<file path="src/rtl/noc_pkg.sv">
// Shared NoC definitions: control-byte opcodes, transmitter state encoding,
// and the data-byte limit. The command receiver imports this package too.
package noc_pkg;

    localparam logic [3:0] OP_IDLE       = 4'b1000;
    localparam logic [3:0] OP_READ_RESP  = 4'b1010;
    localparam logic [3:0] OP_WRITE_RESP = 4'b1100;
    localparam logic [3:0] OP_END        = 4'b1111;

    localparam int unsigned MAX_DATA_BYTES = 4;
    localparam logic [2:0]  MAX_LEN        = 3'(MAX_DATA_BYTES);

    typedef enum logic [2:0] {
        S_IDLE = 3'd0,
        S_CODE = 3'd1,
        S_ID   = 3'd2,
        S_LEN  = 3'd3,
        S_DATA = 3'd4,
        S_END  = 3'd5
    } tx_state_e;

    // Control word: {opcode nibble, reserved 0, err, err_code}
    function automatic logic [8:0] ctrl_word(input logic [3:0] op,
                                             input logic       err,
                                             input logic [2:0] code);
        return {op, 1'b0, err, code};
    endfunction

    // Lengths above the byte limit are clamped to it
    function automatic logic [2:0] sat_len(input logic [2:0] len);
        return (len > MAX_LEN) ? MAX_LEN : len;
    endfunction

endpackage

</file>
<file path="src/rtl/noc_resp_tx_if.sv">
// Response request channel between the response source and noc_resp_tx.
interface noc_resp_tx_if;

    logic        resp_valid;
    logic        resp_ready;
    logic        resp_type;
    logic        resp_err;
    logic [2:0]  resp_err_code;
    logic [7:0]  resp_id;
    logic [2:0]  resp_len;
    logic [31:0] resp_data;

    modport master (
        output resp_valid, resp_type, resp_err, resp_err_code,
               resp_id, resp_len, resp_data,
        input  resp_ready
    );

    modport slave (
        input  resp_valid, resp_type, resp_err, resp_err_code,
               resp_id, resp_len, resp_data,
        output resp_ready
    );

endinterface

</file>
<file path="src/rtl/noc_byte_sel.sv">
// Picks the next data byte to send given the number of bytes still to go.
// With N remaining, the byte sent is byte N-1 of the word, so the low bytes
// leave most-significant first as the count runs down.
module noc_byte_sel (
    input  logic [31:0] data_i,
    input  logic [2:0]  remain_i,
    output logic [7:0]  byte_o
);

    // Remaining-count to byte-lane mux
    always_comb begin
        byte_o = 8'h00;
        case (remain_i)
            3'd1:    byte_o = data_i[7:0];
            3'd2:    byte_o = data_i[15:8];
            3'd3:    byte_o = data_i[23:16];
            3'd4:    byte_o = data_i[31:24];
            default: byte_o = 8'h00;
        endcase
    end

endmodule

</file>
<file path="src/rtl/noc_resp_tx.sv">
// NoC response transmitter: serialises one accepted response into a stream
// of registered 9-bit words {ALE_WRITE, CMD_WRITE}.
//
// state  | meaning
// S_IDLE | ready for a request, IDLE control word on the lane
// S_CODE | response control word (type, err, err_code)
// S_ID   | return ID byte
// S_LEN  | saturated read length (error-free reads only)
// S_DATA | read data bytes, MSB first, counter holds bytes left
// S_END  | END control word; packet count bumps leaving this state
module noc_resp_tx
    import noc_pkg::*;
(
    input  logic               clk,
    input  logic               rst,
    noc_resp_tx_if.slave       resp,
    output logic               ALE_WRITE,
    output logic [7:0]         CMD_WRITE,
    output logic               tx_busy,
    output logic [7:0]         pkt_count
);

    tx_state_e   state_q, state_d;
    logic        type_q, type_d;
    logic        err_q, err_d;
    logic [2:0]  code_q, code_d;
    logic [7:0]  id_q, id_d;
    logic [2:0]  len_q, len_d;
    logic [31:0] data_q, data_d;
    logic [2:0]  cnt_q, cnt_d;
    logic [8:0]  word_q, word_d;
    logic [7:0]  pkt_q, pkt_d;
    logic [7:0]  sel_byte;
    logic        accept;

    assign accept          = resp.resp_valid && (state_q == S_IDLE);
    assign resp.resp_ready = (state_q == S_IDLE);
    assign tx_busy         = (state_q != S_IDLE);
    assign {ALE_WRITE, CMD_WRITE} = word_q;
    assign pkt_count       = pkt_q;

    // The byte is chosen from next-cycle values so the data word is registered
    noc_byte_sel u_byte_sel (
        .data_i   (data_d),
        .remain_i (cnt_d),
        .byte_o   (sel_byte)
    );

    // Next-state, field capture and down-counter
    always_comb begin
        state_d = state_q;
        type_d  = type_q;
        err_d   = err_q;
        code_d  = code_q;
        id_d    = id_q;
        len_d   = len_q;
        data_d  = data_q;
        cnt_d   = cnt_q;
        unique case (state_q)
            S_IDLE: begin
                if (accept) begin
                    state_d = S_CODE;
                    type_d  = resp.resp_type;
                    err_d   = resp.resp_err;
                    code_d  = resp.resp_err_code;
                    id_d    = resp.resp_id;
                    len_d   = sat_len(resp.resp_len);
                    data_d  = resp.resp_data;
                end
            end
            S_CODE: state_d = S_ID;
            S_ID: begin
                if (!type_q && !err_q) state_d = S_LEN;
                else                   state_d = S_END;
            end
            S_LEN: begin
                if (len_q != 3'd0) begin
                    state_d = S_DATA;
                    cnt_d   = len_q;
                end else begin
                    state_d = S_END;
                end
            end
            S_DATA: begin
                cnt_d = cnt_q - 3'd1;
                if (cnt_q <= 3'd1) state_d = S_END;
            end
            S_END:   state_d = S_IDLE;
            default: state_d = S_IDLE;
        endcase
    end

    // Output word for the state being entered, so it appears one edge after the decision
    always_comb begin
        word_d = ctrl_word(OP_IDLE, 1'b0, 3'd0);
        unique case (state_d)
            S_CODE:  word_d = ctrl_word(type_d ? OP_WRITE_RESP : OP_READ_RESP, err_d, code_d);
            S_ID:    word_d = {1'b0, id_d};
            S_LEN:   word_d = {1'b0, 5'b0, len_d};
            S_DATA:  word_d = {1'b0, sel_byte};
            S_END:   word_d = ctrl_word(OP_END, 1'b0, 3'd0);
            default: word_d = ctrl_word(OP_IDLE, 1'b0, 3'd0);
        endcase
    end

    // Completed packets counted as the END word retires
    always_comb begin
        pkt_d = pkt_q;
        if (state_q == S_END) pkt_d = pkt_q + 8'd1;
    end

    // State, holding registers and output word
    always_ff @(posedge clk or negedge rst) begin
        if (!rst) begin
            state_q <= S_IDLE;
            type_q  <= 1'b0;
            err_q   <= 1'b0;
            code_q  <= 3'd0;
            id_q    <= 8'h00;
            len_q   <= 3'd0;
            data_q  <= 32'h0;
            cnt_q   <= 3'd0;
            word_q  <= ctrl_word(OP_IDLE, 1'b0, 3'd0);
            pkt_q   <= 8'h00;
        end else begin
            state_q <= state_d;
            type_q  <= type_d;
            err_q   <= err_d;
            code_q  <= code_d;
            id_q    <= id_d;
            len_q   <= len_d;
            data_q  <= data_d;
            cnt_q   <= cnt_d;
            word_q  <= word_d;
            pkt_q   <= pkt_d;
        end
    end

endmodule
</file>
<file path="src/flat_wrapper.sv">
// flat-port wrapper written by rule: the top's interface ports become plain ports
module noc_resp_tx_flat import noc_pkg::*;
  (clk, rst, ALE_WRITE, CMD_WRITE, tx_busy, pkt_count, resp_resp_valid, resp_resp_type, resp_resp_err, resp_resp_err_code, resp_resp_id, resp_resp_len, resp_resp_data, resp_resp_ready);
  noc_resp_tx_if resp_i ();
  input  logic clk;
  input  logic rst;
  output logic ALE_WRITE;
  output logic [7:0] CMD_WRITE;
  output logic tx_busy;
  output logic [7:0] pkt_count;
  input wire logic [$bits(resp_i.resp_valid)-1:0] resp_resp_valid;
  input wire logic [$bits(resp_i.resp_type)-1:0] resp_resp_type;
  input wire logic [$bits(resp_i.resp_err)-1:0] resp_resp_err;
  input wire logic [$bits(resp_i.resp_err_code)-1:0] resp_resp_err_code;
  input wire logic [$bits(resp_i.resp_id)-1:0] resp_resp_id;
  input wire logic [$bits(resp_i.resp_len)-1:0] resp_resp_len;
  input wire logic [$bits(resp_i.resp_data)-1:0] resp_resp_data;
  output wire logic [$bits(resp_i.resp_ready)-1:0] resp_resp_ready;
  assign resp_i.resp_valid = resp_resp_valid;
  assign resp_i.resp_type = resp_resp_type;
  assign resp_i.resp_err = resp_resp_err;
  assign resp_i.resp_err_code = resp_resp_err_code;
  assign resp_i.resp_id = resp_resp_id;
  assign resp_i.resp_len = resp_resp_len;
  assign resp_i.resp_data = resp_resp_data;
  assign resp_resp_ready = resp_i.resp_ready;
  noc_resp_tx u_core (.clk(clk), .rst(rst), .resp(resp_i), .ALE_WRITE(ALE_WRITE), .CMD_WRITE(CMD_WRITE), .tx_busy(tx_busy), .pkt_count(pkt_count));
endmodule
</file>
<file path="config.mk">
export PLATFORM = sky130hd
export DESIGN_NAME = noc_resp_tx_flat
export DESIGN_NICKNAME = d
export VERILOG_FILES = /design/src/rtl/noc_pkg.sv /design/src/rtl/noc_resp_tx_if.sv /design/src/rtl/noc_byte_sel.sv /design/src/rtl/noc_resp_tx.sv /design/src/flat_wrapper.sv
export SDC_FILE = /design/constraint.sdc
export NUM_CORES = 1
export LEC_CHECK = 0
export BUFFER_PORTS_ARGS = -buffer_cell sky130_fd_sc_hd__buf_2
export CELL_PAD_IN_SITES_DETAIL_PLACEMENT = 0
export CELL_PAD_IN_SITES_GLOBAL_PLACEMENT = 2
export CORE_MARGIN = 2
export CORE_UTILIZATION = 35
export DETAILED_ROUTE_END_ITERATION = 10
export PLACE_DENSITY_LB_ADDON = 0.1
export SLEW_MARGIN = 20
export SYNTH_ARGS = -nofsm -noshare
export SYNTH_HDL_FRONTEND = slang
export SYNTH_SLANG_ARGS = --single-unit
</file>
<file path="constraint.sdc">
create_clock -name clk -period 6.6 [get_ports clk]
set_input_delay 0 -clock clk [delete_from_list [all_inputs] [get_ports clk]]
set_output_delay 0 -clock clk [all_outputs]
set_load 0.005 [all_outputs]
</file>
== Yosys cells after proc, flatten, opt, wreduce, memory -nomap -nowiden ==
Index checks and enable logic that the tools add are counted.

* Bits in registers: 71
* Output and inout port bits: 19

* Add/subtract/negate cells: 2
* $lt $le $gt $ge: 2
* Eq/ne operators: 14
* Multiplexer cells: 23
* Reductions and logical operators: 7

{| class="wikitable"
|+ Operator list
! operator !! count
|-
| $mux W32 || 2
|-
| $pmux W9 S5 || 1
|-
| $pmux W8 S4 || 1
|-
| $mux W3 || 10
|-
| $eq A3 B2 Y1 const B || 6
|-
| $mux W8 || 2
|-
| $eq A3 B3 Y1 const B || 5
|-
| $pmux W3 S5 || 1
|-
| $eq A3 B1 Y1 const B || 3
|-
| $add A8 B1 Y8 const B || 1
|-
| $pmux W3 S2 || 1
|-
| $reduce_bool A3 Y1 || 2
|-
| $mux W1 || 5
|-
| $gt A3 B3 Y1 const B || 1
|-
| $le A3 B1 Y1 const B || 1
|-
| $logic_not A3 Y1 || 1
|-
| $sub A3 B1 Y3 const B || 1
|-
| $logic_and A1 B1 Y1 || 2
|-
| $logic_not A1 Y1 || 2
|}

== Depth between registers and ports, before layout ==
* Depth after elaboration: 6
* Mapped depth: 9
* Mapped depth without buffers: 9

== Hierarchy ==
From an unflattened synthesis, not the netlist that was laid out.

* Cells, all modules: 253
* Area, all modules: 3233.1 µm²

{| class="wikitable"
|+ By module, submodules not included
! module !! times used !! cells each !! area an instance (µm²) !! sequential area each (µm²)
|-
| noc_resp_tx || 1 || 215 || 2919.0 || 1702.9
|-
| noc_byte_sel || 1 || 38 || 314.1 || 0.0
|}

== Least setup slack after synthesis ==
OpenSTA, ideal clock, no wires.

* Kind: reg2reg
* From: register u_core.state_q[2]
* To: register u_core.word_q[4]
* Library setup time: 122 ps
* Arrival: 2012 ps
* Setup slack: 4467 ps
* Cell stages (with the launch flop): 9
* Buffers on the path: 2
* Cell sequence: dfrtp_1 buf_6 nor4b_4 buf_6 mux2_2 o21ai_0 mux2i_1 a221o_1 a32o_1

* Cells in the longest elaborated chain, start to end: 6
* Elaborated cells on any way between the ends: 25
* Those cells by class: 13 x eq/ne; 10 x mux; 2 x reduce/logical

{| class="wikitable"
|+ RTL lines
! element !! line !! text
|-
| from (decl) || noc_resp_tx.sv:23 || <nowiki>tx_state_e state_q, state_d;</nowiki>
|-
| from (signal assigned) || noc_resp_tx.sv:126 || <nowiki>state_q <= state_d;</nowiki>
|-
| $logic_not A3 Y1 * || noc_resp_tx.sv:36, noc_resp_tx.sv:59 ||
|-
| $logic_and A1 B1 Y1 || noc_resp_tx.sv:36 || <nowiki>assign accept = resp.resp_valid && (state_q == S_IDLE);</nowiki>
|-
| $mux W32 || noc_resp_tx.sv:61 || <nowiki>if (accept) begin</nowiki>
|-
| $mux W32 * || noc_resp_tx.sv:59 || <nowiki>unique case (state_q)</nowiki>
|-
| net u_core.data_d[12] || noc_resp_tx.sv:29 || <nowiki>logic [31:0] data_q, data_d;</nowiki>
|-
| $pmux W8 S4 * || noc_byte_sel.sv:13 || <nowiki>case (remain_i)</nowiki>
|-
| $pmux W9 S5 * || noc_resp_tx.sv:96 || <nowiki>unique case (state_d)</nowiki>
|-
| net u_core.word_d[4] || noc_resp_tx.sv:31 || <nowiki>logic [8:0] word_q, word_d;</nowiki>
|-
| to (signal assigned) || noc_resp_tx.sv:123 || <nowiki>word_q <= ctrl_word(OP_IDLE, 1'b0, 3'd0);</nowiki>
|-
| to (signal assigned) || noc_resp_tx.sv:134 || <nowiki>word_q <= word_d;</nowiki>
|-
| to (decl) || noc_resp_tx.sv:31 ||
|}

Mark *: on every way through the listed nets, which the timed path passes. The rest lies on a longest branch.
A chain may end at the register's enable or synchronous reset.

== Final worst setup path ==
* From: register u_core.state_q[0]
* To: register u_core.word_q[6]

* Elaborated cells on any way between the ends: 28
* Those cells by class: 13 x eq/ne; 13 x mux; 2 x reduce/logical

{| class="wikitable"
|+ RTL lines
! element !! line !! text
|-
| $eq A3 B3 Y1 or $eq A3 B2 Y1 (tied branches) || noc_resp_tx.sv:59 ||
|-
| $pmux W3 S2 * || noc_resp_tx.sv:59 ||
|-
| net u_core.cnt_d[0] || noc_resp_tx.sv:30 || <nowiki>logic [2:0] cnt_q, cnt_d;</nowiki>
|-
| $eq A3 B3 Y1, or another cell as far along || noc_byte_sel.sv:13 ||
|-
| $pmux W8 S4 * || noc_byte_sel.sv:13 ||
|-
| $pmux W9 S5 * || noc_resp_tx.sv:96 ||
|-
| net u_core.word_d[6] || noc_resp_tx.sv:31 ||
|}

Marks and branches as above.

==> impl_metrics.toml <==
[status]
status = "complete, no violations"

[worst_setup_path]
critPathKind = "reg2reg"
regToRegSetupSlack_ps = 3660
cp_slowest_stage_delay_ps = 810
crit_chain = "or3b_1, o211ai_4, nor2_2, inv_2, nor3_4, a221oi_1, o211ai_1"
r2r_start = "u_core.state_q[0]"
crit_arrival_ps = 3190
endpoint_kind = "flop"
worstPathRequired_ps = 6850
start_kind = "flop"
crit_path_start = "u_core.state_q[0]"
crit_buf_inv = 1
cpMaxStageDelayCell = "dfrtp_1"
crit_fanout = 22
cp_top_family = "simple AND/OR/NAND/NOR gates"

[min_path]
holdCritStartpoint = "resp_resp_valid"
worstHoldPathType = "in2reg"

[cells_and_area]
finalNetCount = 479
area_growth_pct = 30.7
stdcell_count = 556
drive_above_1_share_pct = 29.0
fill_cells = 903
insertedDiodeCount = 0

[placed_design]
hpwl_um = 5960
portBuffers = 69
dpl.cell_count = 494
place.gp.congestion = 0.774

[yosys]
syn_nets = 364
ys_ff_latch = 68
synth.cell_area_um2 = 3390
synth_edf_count = 0
yosys_warnings = 0
synthFlopType = "dfrtp_1"
async_flop_share_pct = 100
synthesis.instances = 310
synth_cell_types = 57
ys_seq_area_share_pct = 50.2
avgSynthCellArea_um2 = 10.9

[sta]
finalCritPeriodShare_pct = 44.5
max_freq_ghz = 0.340
fin_skew_ps = 4.89
hold_viol_final = 0
max_slew_margin_pct = 41.0
grt_setup_unrepaired = "no"
min_period_ps = 2940
maxSlewViolCount = 0
setup_tns_ps = 0
worstMarginPinSlew_ps = 885
setup_viol = 0

[cts]
clk_pin_slew_ps = 70
clock_latency_ps = 340
cts_setup_buffers = 0
cts_tree = "yes"
ctsLongestPathBuffers = 2
cts_buffers = 9
clock_sinks = 68
cts_max_level = 3
cts_resized = 0
clockRootBuffer = "clkbuf_8"

[die]
coreArea_um2 = 9330
die_x_um = 102
die_h_um = 102
die-area_um2 = 10500
row_count = 35
start_util_pct = 36.4
pin_count = 70

[drt]
wl_um = 8600
routedWlPerCell_um = 15.5
drc = 0
firstDrtPassIters = 4
postRouteAntennaNets = 0
via_count = 2714
first_iter_violations = 84
via_per_inst = 4.88

[flow_run]
drv_cap = 0

[power_and_ir_drop]
irDropWorstVdd_mv = 0.159
p_leak_nw = 2.09
power_w = 0.00193
powerDensity_nw_per_um2 = 436

[grt]
grt_usage_pct = 17.7
grt-ovfl-total = 0
antenna_found_initial = 0
grt_max_degree = 69
grt_pass1_wl_um = 14000
grt_pass1_vias = 2832
final cells by class:
cell class              count  area (µm²)  area share (%)
inverters                  10        40.0           0.903
clock buffers              13         139            3.13
repair buffers            120         851            19.2
well taps                 129         161            3.64
flip-flops and latches     68        1700            38.4
multi-input cells         216        1540            34.7
tightest hold or removal path: cells and delay by family:
family,cells,cell delay [ps]
AO/OA/AOI/OAI,2,360
buffers and inverters,2,160
state kept, by name, summed over array words and instances (netlist names):
name              flops
u_core.data_q        32
u_core.state_q        3
u_core.err_q          1
u_core.len_q          3
u_core.cnt_q          3
u_core.word_q         9
u_core.type_q         1
u_core.id_q           8
u_core.pkt_count      8
cell families after synthesis:
group,after synthesis,share of synthesized area [%]
muxes,36,11.8
DFF,68,50.2
adders and majority gates,3,1.11
and+or+nand+nor,121,18.0
AOI/OAI and AO/OA,49,12.7
buffers and inverters,26,4.39
xor gates and xnor gates,7,1.81
synthesized netlist by cell type (4+ instances only):
library cell	count	area (µm²)
a221oi_1	5	43.8
buf_6	4	45.0
nand2_1	60	225
inv_1	8	30.0
nand3_1	16	80.1
nand4_1	4	25.0
dfrtp_1	67	1680
and3_1	9	56.3
buf_2	6	30.0
mux2i_1	8	80.1
o211ai_1	5	37.5
xnor2_1	6	52.6
nor2_1	11	41.3
mux2_2	26	293
o21ai_0	12	60.1
worst paths after layout:
check,end,cells past startpoint
setup reg to reg,u_core.word_q[6],7
hold / removal,u_core.state_q[0],4
setup / recovery,u_core.word_q[6],7
hold reg to reg,u_core.pkt_count[7],1
max in group asynchronous,u_core.data_q[11],3
min in group asynchronous,u_core.pkt_count[3],3
power by group:
part           internal [W]  leakage, nW  total (W)  switching, W
registers          0.000603        0.840   0.000723      0.000120
logic              0.000405         1.18   0.000932      0.000526
clock network      0.000131       0.0694   0.000277      0.000146
timing repair:
item                                    CTS  global route
endpoints found under the setup margin    0             0
hold buffers                             49             0
hold endpoints to repair                116             0
per-stage QoR:
stage	hold WS (ps)	instance area [µm²]	util (%)	worst slack (ps)
floorplan	-296	3390	-	4470
global placement	235	3800	40.8	3780
detailed placement	241	3800	40.8	3710
CTS	209	4430	47.5	3660
global route	258	4430	47.5	3460
finish	218	4430	47.5	3660
metal layers:
| metal | vias up | wire [µm] | track usage, % |
|---|---|---|---|
| li1 | 1318 | - | - |
| met1 | 1340 | 3960 | 23.0 |
| met2 | 49 | 4310 | 29.7 |
| met3 | 7 | 249 | 4.38 |
| met4 | 0 | 82 | 4.10 |
| met5 | - | 0 | 0 |
placed cells by master, fill, tap and decap left out, types with 4 or more instances in the layout:
master / count
and3_1: 9
mux2_2: 26
dlygate4sd3_1: 49
nand4_1: 4
nand3_1: 16
mux2i_1: 8
dfrtp_1: 67
o211ai_1: 5
clkbuf_8: 9
inv_1: 8
buf_2: 69
xnor2_1: 6
nor2_1: 11
clkbuf_1: 4
o21ai_0: 12
nand2_1: 60
a221oi_1: 5
Power figures use the tool's default switching activity.
